===== config.mk =====
export PLATFORM = sky130hd
export DESIGN_NAME = gfx_perspective_divide
export DESIGN_NICKNAME = d
export VERILOG_FILES = /design/src/rtl/gfx_perspective_divide.sv
export SDC_FILE = /design/constraint.sdc
export NUM_CORES = 1
export LEC_CHECK = 0
export ABC_CLOCK_PERIOD_IN_PS = 4740
export CORE_MARGIN = 2
export CORE_UTILIZATION = 40
export CTS_CLUSTER_DIAMETER = 120
export DETAILED_ROUTE_END_ITERATION = 10
export PLACE_DENSITY = 0.71
export SLEW_MARGIN = 20
export SYNTH_ARGS = -nofsm -noshare
export SYNTH_HDL_FRONTEND = slang
export SYNTH_SLANG_ARGS = --single-unit

===== constraint.sdc =====
create_clock -name clk_i -period 4.74 [get_ports clk_i]
set_clock_uncertainty 0.1 [all_clocks]
set_input_delay 0.711 -clock clk_i [delete_from_list [all_inputs] [get_ports clk_i]]
set_output_delay 0.711 -clock clk_i [all_outputs]
set_load 0.02 [all_outputs]

===== src/rtl/gfx_perspective_divide.sv =====
// gfx_perspective_divide: projects a transformed point to screen space by
// computing x/z and y/z in signed fixed point with a bit-serial restoring
// divider. Both quotients share the divisor |z| and run in lockstep, so the
// latency is fixed. Results saturate on overflow and on division by zero.
//
// Handshake: start_i is sampled only while IDLE (busy_o low). A request made
// while busy_o is high is dropped, not queued. ack_o pulses for one cycle when
// the results are registered, and x_o/y_o/point_id_o/sat_o hold until the
// next ack. z_o is latched when the request is accepted.
module gfx_perspective_divide #(
    parameter int POINT_WIDTH    = 16,
    parameter int SUBPIXEL_WIDTH = 16
) (
    input  logic                                  clk_i,
    input  logic                                  rst_ni,
    input  logic [POINT_WIDTH+SUBPIXEL_WIDTH-1:0] x_i,
    input  logic [POINT_WIDTH+SUBPIXEL_WIDTH-1:0] y_i,
    input  logic [POINT_WIDTH+SUBPIXEL_WIDTH-1:0] z_i,
    input  logic [1:0]                            point_id_i,
    input  logic                                  start_i,
    output logic                                  busy_o,
    output logic [POINT_WIDTH+SUBPIXEL_WIDTH-1:0] x_o,
    output logic [POINT_WIDTH+SUBPIXEL_WIDTH-1:0] y_o,
    output logic [POINT_WIDTH-1:0]                z_o,
    output logic [1:0]                            point_id_o,
    output logic                                  sat_o,
    output logic                                  ack_o,
    output logic [1:0]                            dbg_state_o
);

    localparam int W  = POINT_WIDTH + SUBPIXEL_WIDTH;
    localparam int N  = W + SUBPIXEL_WIDTH;
    localparam int CW = $clog2(N);

    // Quotient limits, expressed in the N-bit quotient domain
    localparam logic [N-1:0] POS_LIM = {{(N-W+1){1'b0}}, {(W-1){1'b1}}};
    localparam logic [N-1:0] NEG_LIM = {{(N-W){1'b0}}, 1'b1, {(W-1){1'b0}}};
    // Saturated output codes
    localparam logic [W-1:0] MAX_POS = {1'b0, {(W-1){1'b1}}};
    localparam logic [W-1:0] MIN_NEG = {1'b1, {(W-1){1'b0}}};

    typedef enum logic [1:0] {
        S_IDLE = 2'd0,
        S_DIV  = 2'd1,
        S_DONE = 2'd2
    } state_e;

    state_e state_q, state_d;

    logic                sign_x_q, sign_x_d;
    logic                sign_y_q, sign_y_d;
    logic                sign_z_q, sign_z_d;
    logic [W:0]          mag_x_q, mag_x_d;
    logic [W:0]          mag_y_q, mag_y_d;
    logic [W:0]          mag_z_q, mag_z_d;
    logic                zdiv_q, zdiv_d;
    logic [CW-1:0]       count_q, count_d;
    logic [W:0]          rem_x_q, rem_x_d;
    logic [W:0]          rem_y_q, rem_y_d;
    logic [N-1:0]        quo_x_q, quo_x_d;
    logic [N-1:0]        quo_y_q, quo_y_d;
    logic [1:0]          id_q, id_d;
    logic [W-1:0]        x_out_q, x_out_d;
    logic [W-1:0]        y_out_q, y_out_d;
    logic [POINT_WIDTH-1:0] z_out_q, z_out_d;
    logic [1:0]          id_out_q, id_out_d;
    logic                sat_q, sat_d;
    logic                ack_q, ack_d;

    // Magnitude in W+1 bits so that |-2^(W-1)| is representable
    function automatic logic [W:0] magnitude(input logic [W-1:0] v);
        logic [W:0] ext;
        ext = {v[W-1], v};
        return v[W-1] ? (~ext + 1'b1) : ext;
    endfunction

    // One restoring step: returns {quotient_bit, new_remainder}
    function automatic logic [W+1:0] div_step(input logic [W:0] rem,
                                              input logic       nbit,
                                              input logic [W:0] d);
        logic [W+1:0] sh;
        logic [W:0]   diff;
        sh   = {rem, nbit};
        diff = sh[W:0] - d;
        if (sh >= {1'b0, d}) begin
            return {1'b1, diff};
        end
        return {1'b0, sh[W:0]};
    endfunction

    // Apply the result sign and saturate: returns {sat, value}
    function automatic logic [W:0] sat_result(input logic [N-1:0] q,
                                              input logic         neg);
        logic [W-1:0] low;
        low = q[W-1:0];
        if (!neg) begin
            if (q > POS_LIM) begin
                return {1'b1, MAX_POS};
            end
            return {1'b0, low};
        end
        if (q > NEG_LIM) begin
            return {1'b1, MIN_NEG};
        end
        return {1'b0, ~low + 1'b1};
    endfunction

    logic [CW-1:0] bit_idx;
    logic          nbit_x, nbit_y;
    logic [W+1:0]  step_x, step_y;
    logic [W:0]    res_x, res_y;

    // State register
    always_ff @(posedge clk_i or negedge rst_ni) begin
        if (!rst_ni) begin
            state_q <= S_IDLE;
        end else begin
            state_q <= state_d;
        end
    end

    // Datapath and output registers
    always_ff @(posedge clk_i or negedge rst_ni) begin
        if (!rst_ni) begin
            sign_x_q <= 1'b0;
            sign_y_q <= 1'b0;
            sign_z_q <= 1'b0;
            mag_x_q  <= '0;
            mag_y_q  <= '0;
            mag_z_q  <= '0;
            zdiv_q   <= 1'b0;
            count_q  <= '0;
            rem_x_q  <= '0;
            rem_y_q  <= '0;
            quo_x_q  <= '0;
            quo_y_q  <= '0;
            id_q     <= '0;
            x_out_q  <= '0;
            y_out_q  <= '0;
            z_out_q  <= '0;
            id_out_q <= '0;
            sat_q    <= 1'b0;
            ack_q    <= 1'b0;
        end else begin
            sign_x_q <= sign_x_d;
            sign_y_q <= sign_y_d;
            sign_z_q <= sign_z_d;
            mag_x_q  <= mag_x_d;
            mag_y_q  <= mag_y_d;
            mag_z_q  <= mag_z_d;
            zdiv_q   <= zdiv_d;
            count_q  <= count_d;
            rem_x_q  <= rem_x_d;
            rem_y_q  <= rem_y_d;
            quo_x_q  <= quo_x_d;
            quo_y_q  <= quo_y_d;
            id_q     <= id_d;
            x_out_q  <= x_out_d;
            y_out_q  <= y_out_d;
            z_out_q  <= z_out_d;
            id_out_q <= id_out_d;
            sat_q    <= sat_d;
            ack_q    <= ack_d;
        end
    end

    // Next-state, divider step and result formatting
    always_comb begin
        state_d  = state_q;
        sign_x_d = sign_x_q;
        sign_y_d = sign_y_q;
        sign_z_d = sign_z_q;
        mag_x_d  = mag_x_q;
        mag_y_d  = mag_y_q;
        mag_z_d  = mag_z_q;
        zdiv_d   = zdiv_q;
        count_d  = count_q;
        rem_x_d  = rem_x_q;
        rem_y_d  = rem_y_q;
        quo_x_d  = quo_x_q;
        quo_y_d  = quo_y_q;
        id_d     = id_q;
        x_out_d  = x_out_q;
        y_out_d  = y_out_q;
        z_out_d  = z_out_q;
        id_out_d = id_out_q;
        sat_d    = sat_q;
        ack_d    = 1'b0;
        bit_idx  = '0;
        nbit_x   = 1'b0;
        nbit_y   = 1'b0;
        step_x   = '0;
        step_y   = '0;
        res_x    = '0;
        res_y    = '0;

        // Numerator is |v| << SUBPIXEL_WIDTH; low bits are always zero
        if (count_q >= CW'(SUBPIXEL_WIDTH)) begin
            bit_idx = count_q - CW'(SUBPIXEL_WIDTH);
            nbit_x  = mag_x_q[bit_idx];
            nbit_y  = mag_y_q[bit_idx];
        end

        case (state_q)
            S_IDLE: begin
                if (start_i) begin
                    sign_x_d = x_i[W-1];
                    sign_y_d = y_i[W-1];
                    sign_z_d = z_i[W-1];
                    mag_x_d  = magnitude(x_i);
                    mag_y_d  = magnitude(y_i);
                    mag_z_d  = magnitude(z_i);
                    zdiv_d   = (z_i == '0);
                    z_out_d  = z_i[W-1:SUBPIXEL_WIDTH];
                    id_d     = point_id_i;
                    rem_x_d  = '0;
                    rem_y_d  = '0;
                    quo_x_d  = '0;
                    quo_y_d  = '0;
                    count_d  = CW'(N-1);
                    state_d  = (z_i == '0) ? S_DONE : S_DIV;
                end
            end
            S_DIV: begin
                step_x  = div_step(rem_x_q, nbit_x, mag_z_q);
                step_y  = div_step(rem_y_q, nbit_y, mag_z_q);
                rem_x_d = step_x[W:0];
                rem_y_d = step_y[W:0];
                quo_x_d = {quo_x_q[N-2:0], step_x[W+1]};
                quo_y_d = {quo_y_q[N-2:0], step_y[W+1]};
                if (count_q == '0) begin
                    state_d = S_DONE;
                end else begin
                    count_d = count_q - 1'b1;
                end
            end
            S_DONE: begin
                if (zdiv_q) begin
                    // Divide by zero: sign of the numerator picks the rail
                    if (mag_x_q == '0) begin
                        res_x = {1'b1, {W{1'b0}}};
                    end else begin
                        res_x = {1'b1, sign_x_q ? MIN_NEG : MAX_POS};
                    end
                    if (mag_y_q == '0) begin
                        res_y = {1'b1, {W{1'b0}}};
                    end else begin
                        res_y = {1'b1, sign_y_q ? MIN_NEG : MAX_POS};
                    end
                end else begin
                    res_x = sat_result(quo_x_q, sign_x_q ^ sign_z_q);
                    res_y = sat_result(quo_y_q, sign_y_q ^ sign_z_q);
                end
                x_out_d  = res_x[W-1:0];
                y_out_d  = res_y[W-1:0];
                sat_d    = res_x[W] | res_y[W] | zdiv_q;
                id_out_d = id_q;
                ack_d    = 1'b1;
                state_d  = S_IDLE;
            end
            default: begin
                state_d = S_IDLE;
            end
        endcase
    end

    assign busy_o      = (state_q != S_IDLE);
    assign x_o         = x_out_q;
    assign y_o         = y_out_q;
    assign z_o         = z_out_q;
    assign point_id_o  = id_out_q;
    assign sat_o       = sat_q;
    assign ack_o       = ack_q;
    assign dbg_state_o = state_q;

endmodule


## After elaboration in Yosys (flattened, before gate mapping)

Index checks and enable logic that the tools add are counted.

| word-level totals | value |
|---|---|
| bits in registers | 359 |
| bits of input ports | 101 |
| output and inout bits | 87 |
| logic and storage cells | 135 |

| cells by class | value |
|---|---|
| add/subtract/negate cells | 9 |
| magnitude comparators | 8 |
| eq/ne operators | 5 |
| muxes and demuxes | 73 |
| bitwise gates (word level) | 9 |
| reductions and logical operators | 11 |

Operators by type and width:

| cell | number |
|---|---|
| $mux W33 | 20 |
| $pmux W48 S2 | 2 |
| $mux W34 | 4 |
| $pmux W33 S2 | 2 |
| $mux W32 | 4 |
| $add A33 B1 Y33 const B | 3 |
| $not A33 Y33 | 3 |
| $gt A48 B31 Y1 const B | 2 |
| $gt A48 B32 Y1 const B | 2 |
| $ge A34 B33 Y1 | 2 |
| $logic_not A33 Y1 | 2 |
| $sub A33 B33 Y33 | 2 |
| $add A32 B1 Y32 const B | 2 |
| $not A32 Y32 | 2 |
| $mux W48 | 1 |
| $logic_not A32 Y1 | 1 |
| $mux W1 | 31 |
| $bmux W1 S6 | 2 |
| $mux W6 | 2 |
| $pmux W6 S2 | 1 |
| $lt A6 B7 Y1 const B | 1 |
| $ge A6 B5 Y1 const B | 1 |
| $logic_not A6 Y1 | 1 |
| $mux W2 | 3 |
| 12 further kinds | 19 |

## Logic depth before layout (Yosys ltp)

Gate-level depths: netlist of the first run.

| logic depth | value |
|---|---|
| depth after elaboration | 14 |
| mapped depth | 22 |

## Worst setup path after synthesis of the first run

OpenSTA, ideal clock, no wires.

| timing path | value |
|---|---|
| path type | register to register |
| start point | register count_q[1] |
| end point | register rem_x_q[0] |
| data arrival time | 4719 ps |
| data required time | 4512 ps |
| setup slack | -207 ps |
| cell stages (with the launch flop) | 23 |
| path through | dfrtp_1 -> clkbuf_1 -> buf_2 -> clkbuf_1 -> mux4_2 -> a21oi_1 -> a21oi_1 -> o211ai_1 -> a21o_1 -> ha_1 -> inv_1 -> fa_1 -> a211oi_1 -> o211ai_1 -> nand3b_1 -> a21oi_1 -> o21a_1 -> o21ai_1 -> clkbuf_1 -> buf_1 -> nor3_1 -> a21oi_1 -> o21ai_0 |

| on the way | value |
|---|---|
| cells in the longest elaborated chain, start to end | 9 |
| elaborated cells between the ends (all ways) | 12 |
| those cells by class | 2 x add/sub; 2 x order compare; 8 x mux |

RTL lines:

| what | RTL line | text |
|---|---|---|
| start: declaration | 57 | `logic [CW-1:0] count_q, count_d;` |
| start signal: assignment | 152 | `count_q <= count_d;` |
| $sub A6 B5 Y6 | 199 | `bit_idx = count_q - CW'(SUBPIXEL_WIDTH);` |
| $bmux W1 S6 | 200 | `nbit_x = mag_x_q[bit_idx];` |
| $mux W1 (not written as such) | 200 |  |
| $mux W1 * | 198 | `if (count_q >= CW'(SUBPIXEL_WIDTH)) begin` |
| $ge A34 B33 Y1 | 85 | `if (sh >= {1'b0, d}) begin` |
| $mux W1 | 85 |  |
| $mux W1 | 204 | `case (state_q)` |
| $mux W34 * | 88 | `return {1'b0, sh[W:0]};` |
| $pmux W33 S2 * | 204 |  |
| end signal: assignment | 153 | `rem_x_q <= rem_x_d;` |
| end: declaration | 58 | `logic [W:0] rem_x_q, rem_x_d;` |

Mark *: on every way between the ends. The rest lies on a longest branch, timed or not. The select of a mux whose other input is x is not followed.
A chain may end at the register's enable or synchronous reset.

## Worst setup path after layout of the first run

| timing path | value |
|---|---|
| start point | register count_q[1] |
| end point | register rem_x_q[25] |

The elaborated chain is that of the path after synthesis.

==> results of run 1 <==
[path summary, 6_finish.rpt]
| kind | cells past startpoint | slack [ps] | from | end |
|---|---|---|---|---|
| min in group clk_i | 2 | 370 | id_q[1] | point_id_o[1] |
| worst min register to register | 2 | 370 | id_q[1] | point_id_o[1] |
| max in group asynchronous | 2 | 3350 | rst_ni | y_o[23] |
| worst max-delay path | 21 | 130 | count_q[1] | rem_x_q[25] |
| worst max register to register | 21 | 130 | count_q[1] | rem_x_q[25] |
| worst min-delay path | 1 | 90 | rst_ni | z_o[6] |
[flip-flops by register name, indices dropped and copies added, names as in the netlist, 2 cells and up]
register and count:
quo_y_q 48, y_o 32, x_o 32, id_q 2, count_q 6, mag_z_q 33
z_o 15, mag_x_q 33, quo_x_q 48, mag_y_q 33, dbg_state_o 2, rem_x_q 33
point_id_o 2, rem_y_q 33
[power groups by stage]
| stage | clock network, mW | logic [mW] | registers, mW |
|---|---|---|---|
| after global routing | 3.40 | 12.8 | 5.84 |
| final | 3.22 | 11.5 | 5.67 |
| after floorplan | 0 | 8.29 | 5.31 |
| after detailed placement | 0 | 11.1 | 5.69 |
| after global placement | 0 | 10.8 | 5.63 |
| after CTS | 3.29 | 11.2 | 5.65 |
[synth_stat cells, types with 13 or more instances]
library cell  instances
mux2i_1              36
mux4_2               16
dfrtp_1             358
a21oi_1             176
buf_1                20
inv_1                72
a211oi_1             16
xnor2_1              39
xor2_1              112
nand3_1              41
nor2_1              111
nor2b_1              13
nor4_1               31
nand4_1              20
or4_1                30
nand2_1             502
a21o_1               29
nor3_1               55
clkbuf_1            133
o21ai_0             426
o31ai_1              35
ha_1                 73
or3_1                42
a31oi_1              41
[layer usage]
layer / track usage (%) / wire, um / vias to the layer above
li1: - / - / 9535
met1: 29.6 / 27700 / 9728
met2: 35.6 / 29700 / 701
met3: 3.29 / 3810 / 120
met4: 6.96 / 1720 / 0
met5: 0 / 0 / -
[stage by stage]
step	std cells	power, mW
6_report	3450	20.4
2_1_floorplan	2619	13.6
5_1_grt	3450	22.1
4_1_cts	3447	20.1
3_3_place_gp	3379	16.5
3_5_place_dp	3379	16.8
[cell type report]
type / count / area, sq um
Clock buffer: 58 / 1180
Timing Repair Buffer: 226 / 2330
Fill cell: 5053 / 28000
Clock inverter: 10 / 168
Multi-Input combinational cell: 2030 / 12100
Inverter: 72 / 270
Sequential cell: 358 / 8960
Tap cell: 696 / 871
[repair_timing]
action | in CTS | in global routing
hold buffers | 0 | 0
buffers inserted | 0 | 1
endpoints found under the hold margin | 0 | 0
resized for setup | 0 | 12
endpoints found under the setup margin | 0 | 65
[cell families after synthesis]
kind of cell             after synthesis
AND/OR/NAND/NOR                      928
AO/OA/AOI/OAI                        824
flip-flops                           358
buffers and inverters                231
XOR/XNOR                             151
adder cells (fa/ha/maj)               75
multiplexers                          52
==> impl_metrics.ini, run 1 <==
[logic_synthesis]
yosys.cell_types.count = 73
ys_seq_area_share_pct = 40.9
synth_area_leader_cell = dfrtp_1
ys.flop_type = dfrtp_1
synth_compound_area_share_pct = 21.6
synth_xor_area_share_pct = 6.04
ys_ff_latch = 358
synth_top_area_share_pct = 40.9
yosys.area_share.simple_pct = 19.7
syn-num-nets = 2795
synth_top_family_by_area = compound AO/OA/AOI/OAI gates
synth_mux_area_share_pct = 3.29
synth_top_cells_by_area = dfrtp_1, o21ai_0, nand2_1
synth_warnings = 0
netlist_area_sq_mm = 0.0219
synthAdderAreaFrac_pct = 4.36
synth_edf_count = 0
async_flop_share_pct = 100
syn-mean-instance-area_sq_um = 8.36
syn-instance-count = 2619

[power]
sw_frac_of_total_pct = 45.8
comb_power_share_pct = 56.4
power_density_mw_per_mm2 = 787
p_seq_share_pct = 27.8
clock_power_share_pct = 15.8
p_sw_mw = 9.33
leakage_nw = 11.0
p_int_mw = 11.1
irDropWorstVdd_mv = 0.299

[timing]
slew_violations = 0
rsz0062_at_grt = no
finalCritPeriodShare_pct = 97.2
tns_ps = 0
fmax_ghz = 0.217
fin_ws_ps = 132
worst_pin_slew_ps = 1040
hold_viol = 0
hold_ws_ps = 94.5
relSlewSlack_pct = 30.3
min_period_ps = 4610
finalSetupViolCount = 0

[setup_path]
cp_slowest_cell = mux4_2
cp_data_arrival_time_ps = 4960
crit_chain = buf_6, mux4_2, mux2i_1, a21oi_1, or3_1, o211ai_1, a21o_1, ha_2, inv_1, fa_2, a211oi_2, o211ai_1, nand3b_1, a21oi_1, o21a_1, o21ai_4, buf_6, clkbuf_16, nor3_1, mux2i_1, nand2_1
cp-start-kind = flop
worstPathMaxFanout = 13
crit_family = compound AO/OA/AOI/OAI gates
path_class = reg -> reg
path_buf_inv = 4
crit_path_end_kind = flop
worst_path_largest_cell_delay_ps = 490
crit_required_ps = 5090

[finish]
fin_util_pct = 48.1
drive_gt1_share_pct = 5.95
fin_nets = 2903
final_cell_mix = nand2_1, o21ai_0, dfrtp_1
layout.cells.most_common = nand2_1
area_growth_pct = 18.4
num_antenna_cells = 0
finish.instance_area_sq_mm = 0.0259

[drt]
firstDrtPassIters = 5
drt-wirelength-per-cell_um = 18.2
drt-total-wl_um = 62900
viasPerCell = 5.82
ant_nets = 0
drtIter0Drc = 1609
via_count = 20100
remaining_drc_errors = 0

[placement]
place.gp.congestion = 0.936
preCtsSetupSlack_ps = 144
postPlaceCellArea_sq_mm = 0.0245
hpwl_um = 44500
port_buffers = 187

[clock_network]
tritoncts = yes
cts_made_buffers = 39
cts-root-buf = clkbuf_16
clockBufferDepth = 3
cts.clk_slew.worst_paths_ps = 60
clock_sinks = 358
clk_latency_ps = 580
cts_htree_levels = 2

[die]
die-width_um = 238
core_sq_mm = 0.0539
die-area_sq_mm = 0.0566
die_h_um = 238
initial_core_util_pct = 40.6
io_pins = 188
num_rows = 85

[global_route]
grt_start_max_net_pins = 122
grt_pass1_vias = 19300
grt.total_usage_pct = 21.7
antenna_found_initial = 0
grt_overflow = 0
grt_pass1_wl_um = 101000

[worst_hold_path]
hold_class = in -> async

[flow_run]
maxCapViolCount = 0

[outcome]
status = finished, final reports clean
Note: power is estimated with default switching activity, not from simulation.
==> inputs of run 2 (changes only) <==
Settings changed: ABC_AREA set to 1, CAP_MARGIN set to 20, PLACE_DENSITY 0.71 to 0.7.
==> run 2 against run 1 <==
Net effect: global-route usage is 1.2 points higher; register-to-register slack better by 410 ps; first-iteration DRC count is 24% higher; routed wire length is 21% higher; synthesized area is 16% higher; sequential cell count stayed put; setup slack better by 410 ps; cell count is 39% higher; hold slack better by 23 ps; critical path depth is 1 higher; die area is 16% higher.
==> impl_metrics.ini, run 2 <==
[outcome]
status = finished, final reports clean

[timing]
worst_pin_slew_ps = 1130
relSlewSlack_pct = 24.7
rsz0062_at_grt = no
hold_viol = 0
slew_violations = 0
min_period_ps = 4200
tns_ps = 0
finalSetupViolCount = 0
finalCritPeriodShare_pct = 88.6
fmax_ghz = 0.238

[finish]
final_cell_mix = nand2_1, inv_1, nand3_1
reg.largest.list = quo_x_q (48), quo_y_q (48)
layout.cells.most_common = nand2_1
area_growth_pct = 15.8
drive_gt1_share_pct = 4.65
fin_nets = 4081

[logic_synthesis]
synth_warnings = 0
synth_top_area_share_pct = 35.3
yosys.cell_types.count = 48
ys_ff_latch = 358
synth_area_leader_cell = dfrtp_1
yosys-top-cells-count = nand2_1, inv_1, nand3_1
syn-num-nets = 3969
async_flop_share_pct = 100
synthMostInstantiatedCell = nand2_1
synth_top_cells_by_area = dfrtp_1, nand2_1, nand3_1
ys_seq_area_share_pct = 35.3
syn-mean-instance-area_sq_um = 6.70
ys.flop_type = dfrtp_1
netlist_area_sq_mm = 0.0254
syn-instance-count = 3793
synth_edf_count = 0

[drt]
drtIter0Drc = 1999
via_count = 25000
viasPerCell = 5.22
ant_nets = 0
firstDrtPassIters = 6
drt-total-wl_um = 76300
remaining_drc_errors = 0
drt-wirelength-per-cell_um = 15.9

[clock_network]
clk_latency_ps = 580
tritoncts = yes
cts-root-buf = clkbuf_16
clock_sinks = 358
clockBufferDepth = 3
cts.clk_slew.worst_paths_ps = 60
cts_htree_levels = 2
postCtsHoldBufs = 0
cts_resized = 0
cts_made_buffers = 43
cts_setup_buffers = 0

[global_route]
grt_pass1_vias = 23700
antenna_found_initial = 1
grt.total_usage_pct = 22.9
grt_start_max_net_pins = 113
grt_overflow = 0
grt_pass1_wl_um = 124000

[die]
initial_core_util_pct = 40.4
core_sq_mm = 0.0630
io_pins = 188
num_rows = 92
die-width_um = 256
die-area_sq_mm = 0.0656
die_h_um = 256

[setup_path]
crit_required_ps = 5110
crit_path_end_kind = flop
cp_data_arrival_time_ps = 4570
path_class = reg -> reg
worstPathMaxFanout = 36
cp-start-kind = flop

[flow_run]
maxCapViolCount = 0

[placement]
port_buffers = 187
place.gp.congestion = 0.992
hpwl_um = 56400

[worst_hold_path]
hold_class = in -> async
## run 2: layer usage
layer  vias to the layer above  track usage, %  part of all wire [%]
li1                      12500               -                     -
met2                       733            36.9                    45
met5                         -               0                     0
met4                         0            8.32                   3.7
met1                     11600            30.9                    45
met3                       155            3.94                   6.1
## run 2: logic make-up after synthesis
group	after synthesis	synth area share, %
xor gates and xnor gates	124	4.27
DFF	358	35.3
and+or+nand+nor	2046	34.5
AOI/OAI and AO/OA	518	11.6
buffers and inverters	672	10.6
adders and majority gates	75	3.75
## run 2: worst paths after layout
check / from / to / slack, ps / depth (start not counted)
max reg2reg: count_q[1] / rem_x_q[0] / 540 / 22
min reg2reg: mag_z_q[12] / mag_z_q[12] / 380 / 2
max: count_q[1] / rem_x_q[0] / 540 / 22
min: rst_ni / x_o[16] / 120 / 1
min in group clk_i: mag_z_q[12] / mag_z_q[12] / 380 / 2
max in group asynchronous: rst_ni / quo_x_q[29] / 3340 / 2
## run 2: final cells by class
class,instances,area [sq um]
multi-input cells,2763,13800
repair buffers,213,2130
inverters,526,1980
fillers,6386,33500
diodes,1,2.50
well taps,846,1060
clock inverters,17,236
clock buffers,60,1250
flip-flops and latches,358,8960
## run 2: worst max-delay path, stage by stage, from the launching register on
cell and delay, ps:
dfrtp_1 570, inv_1 590, nand3_1 150, nand3_1 120
nand2_1 50, nor2_1 120, nand2_1 70, nand3_1 70
nand2_1 50, nand2_1 100, ha_1 150, inv_1 80
fa_1 470, nand3_1 140, nand3_2 120, nand2_1 120
nand3_2 100, nand2_4 340, nand2_8 260, inv_1 140
nand2_1 60, nand2_1 60, nand2_1 50
## run 2: per-stage QoR
step	cells	hold WS (ps)	cell area, sq um	setup slack (ps)	utilization [%]
floorplan	3793	315	25400	1760	-
global placement	4705	368	27900	724	44.3
detailed placement	4705	369	27900	624	44.3
CTS	4782	151	29400	581	46.7
global route	4784	187	29400	112	46.7
finish	4784	117	29400	540	46.7
Power of run 2 is not shown: default switching activity piles up to over one toggle a cycle in this logic, so the estimate is an artifact.
==> inputs of run 3 (changes only) <==
Settings changed: CTS_CLUSTER_DIAMETER 120 to 30, PLACE_DENSITY 0.7 to unset, PLACE_DENSITY_LB_ADDON set to 0.1, SETUP_SLACK_MARGIN set to 0.4.
==> run 3 against run 2 <==
Net effect: setup slack improved by 220 ps; sequential cell count did not move; sequential share of layout area fell by 1.8 points; die area did not move; utilization rose by 3.0 points; first-iteration DRC count fell by 11%; non-clock buffer count rose by 5; fmax rose by 5.5%; largest cell class unchanged; design area rose by 6.3%; cell count rose by 2.1%; register-to-register slack improved by 220 ps; highest routed layer is now met5.
==> impl_metrics.ini, run 3 (synthesized netlist as in run 2, its figures left out) <==
[outcome]
status = finished, final reports clean

[drt]
remaining_drc_errors = 0
firstDrtPassIters = 5
drtIter0Drc = 1779
via_count = 25000
viasPerCell = 5.11
drt-total-wl_um = 80700
drt-wirelength-per-cell_um = 16.5
ant_nets = 0

[placement]
place.gp.congestion = 0.930
port_buffers = 187
hpwl_um = 59200

[finish]
reg.largest.list = quo_x_q (48), quo_y_q (48)
final_cell_mix = nand2_1, inv_1, nand3_1
nFillCells = 6453
drive_gt1_share_pct = 6.96
area_growth_pct = 23.1
fin_util_pct = 49.7
fin_nets = 4136
layout.cells.most_common = nand2_1

[timing]
fmax_ghz = 0.251
min_period_ps = 3980
tns_ps = 0
relSlewSlack_pct = 25.5
finalSetupViolCount = 0
hold_viol = 0
finalCritPeriodShare_pct = 84.0
rsz0062_at_grt = no
worst_pin_slew_ps = 1110
slew_violations = 0

[clock_network]
cts-root-buf = clkbuf_16
cts_made_buffers = 93
cts_htree_levels = 3
cts_setup_buffers = 0
cts.clk_slew.worst_paths_ps = 50
clk_latency_ps = 640
tritoncts = yes
clock_sinks = 358
clockBufferDepth = 3

[setup_path]
worst_r2r_startpoint = count_q[0]
cp-start-kind = flop
worstPathMaxFanout = 35
critPathLaunch = count_q[0]
rr_worst_depth = 22
path_class = reg -> reg
crit_path_end_kind = flop
rr_endpoint = rem_y_q[0]
crit_required_ps = 5170
r2r_slack_ps = 760
cp_data_arrival_time_ps = 4410

[global_route]
antenna_found_initial = 3
grt_overflow = 0
grt_pass1_vias = 23700
grt_start_max_net_pins = 103
grt.total_usage_pct = 24.4
grt_pass1_wl_um = 130000

[flow_run]
maxCapViolCount = 0

[die]
die_h_um = 256
die-area_sq_mm = 0.0656
core_sq_mm = 0.0630
io_pins = 188
initial_core_util_pct = 40.4
num_rows = 92
die-width_um = 256

[worst_hold_path]
hold_class = in -> async
==> run 3: changes by cell type in the layout (fill, tap and decap cells not counted), moves of 2 or more <==
| cell | before | now |
|---|---|---|
| bufinv_16 | 5 | 11 |
| clkinv_4 | 1 | 5 |
| buf_4 | 21 | 25 |
| clkbuf_16 | 44 | 95 |
| clkbuf_1 | 7 | 10 |
| clkinv_16 | 0 | 2 |
| clkinv_2 | 7 | 20 |
| clkinvlp_4 | 3 | 5 |
| inv_1 | 514 | 511 |
| buf_12 | 4 | 6 |
| clkbuf_8 | 9 | 20 |
| inv_6 | 1 | 3 |
==> run 3: final cells by class <==
class	count	area, sq um	share of cell area, %
multi-input cells	2763	13800	44.1
clock inverters	45	602	1.92
repair buffers	218	2180	6.98
inverters	526	1980	6.34
clock buffers	125	2690	8.60
well taps	846	1060	3.38
flip-flops and latches	358	8960	28.6
diodes	2	5.00	0.0160
==> run 3: repair_timing <==
item / 4_1_cts / 5_1_grt
setup endpoints to repair: 0 / 68
hold buffers: 0 / 0
resized for setup: 0 / 2
==> run 3: critical path, cell delays in order (launching register included) <==
cell and delay, ps:
dfrtp_2 500, inv_2 360, nand2_1 100, nand3_1 80
nand3_1 90, nand3_1 90, nand2_1 70, nand3_1 100
nand2_1 60, nand2_1 180, ha_1 180, inv_1 80
fa_1 450, nand3_1 140, nand3_2 130, nand2_1 120
nand3_2 90, nand2_2 250, nand2_4 310, inv_1 200
nand2_1 70, nand2_1 70, nand2_1 50
==> run 3: worst max-delay path by stage <==
stage          slack [ps]    endpoint  depth (start not counted)
6_report              760  rem_y_q[0]                         22
5_1_grt               410  rem_y_q[0]                         22
4_1_cts               570  rem_y_q[0]                         23
3_5_place_dp          580  rem_y_q[0]                         23
3_3_place_gp          650  rem_y_q[0]                         23
2_1_floorplan        1760  rem_x_q[3]                         23
==> run 3: stage by stage <==
stage	instances	setup slack, ps	hold slack (ps)	instance area [sq um]
global placement	4711	655	369	28000
CTS	4881	573	46.5	31300
floorplan	3793	1760	315	25400
finish	4883	761	37.2	31300
global route	4881	413	82.0	31300
detailed placement	4711	582	367	28000
==> run 3: layer usage <==
layer,track usage [%],vias to the layer above,share of wire (%)
li1,-,12700,-
met1,34.2,11600,48
met2,39.0,577,45
met3,4.16,126,4.9
met4,6.45,2,2.3
met5,0,-,0.021
Power of run 3 is left out for the same reason.
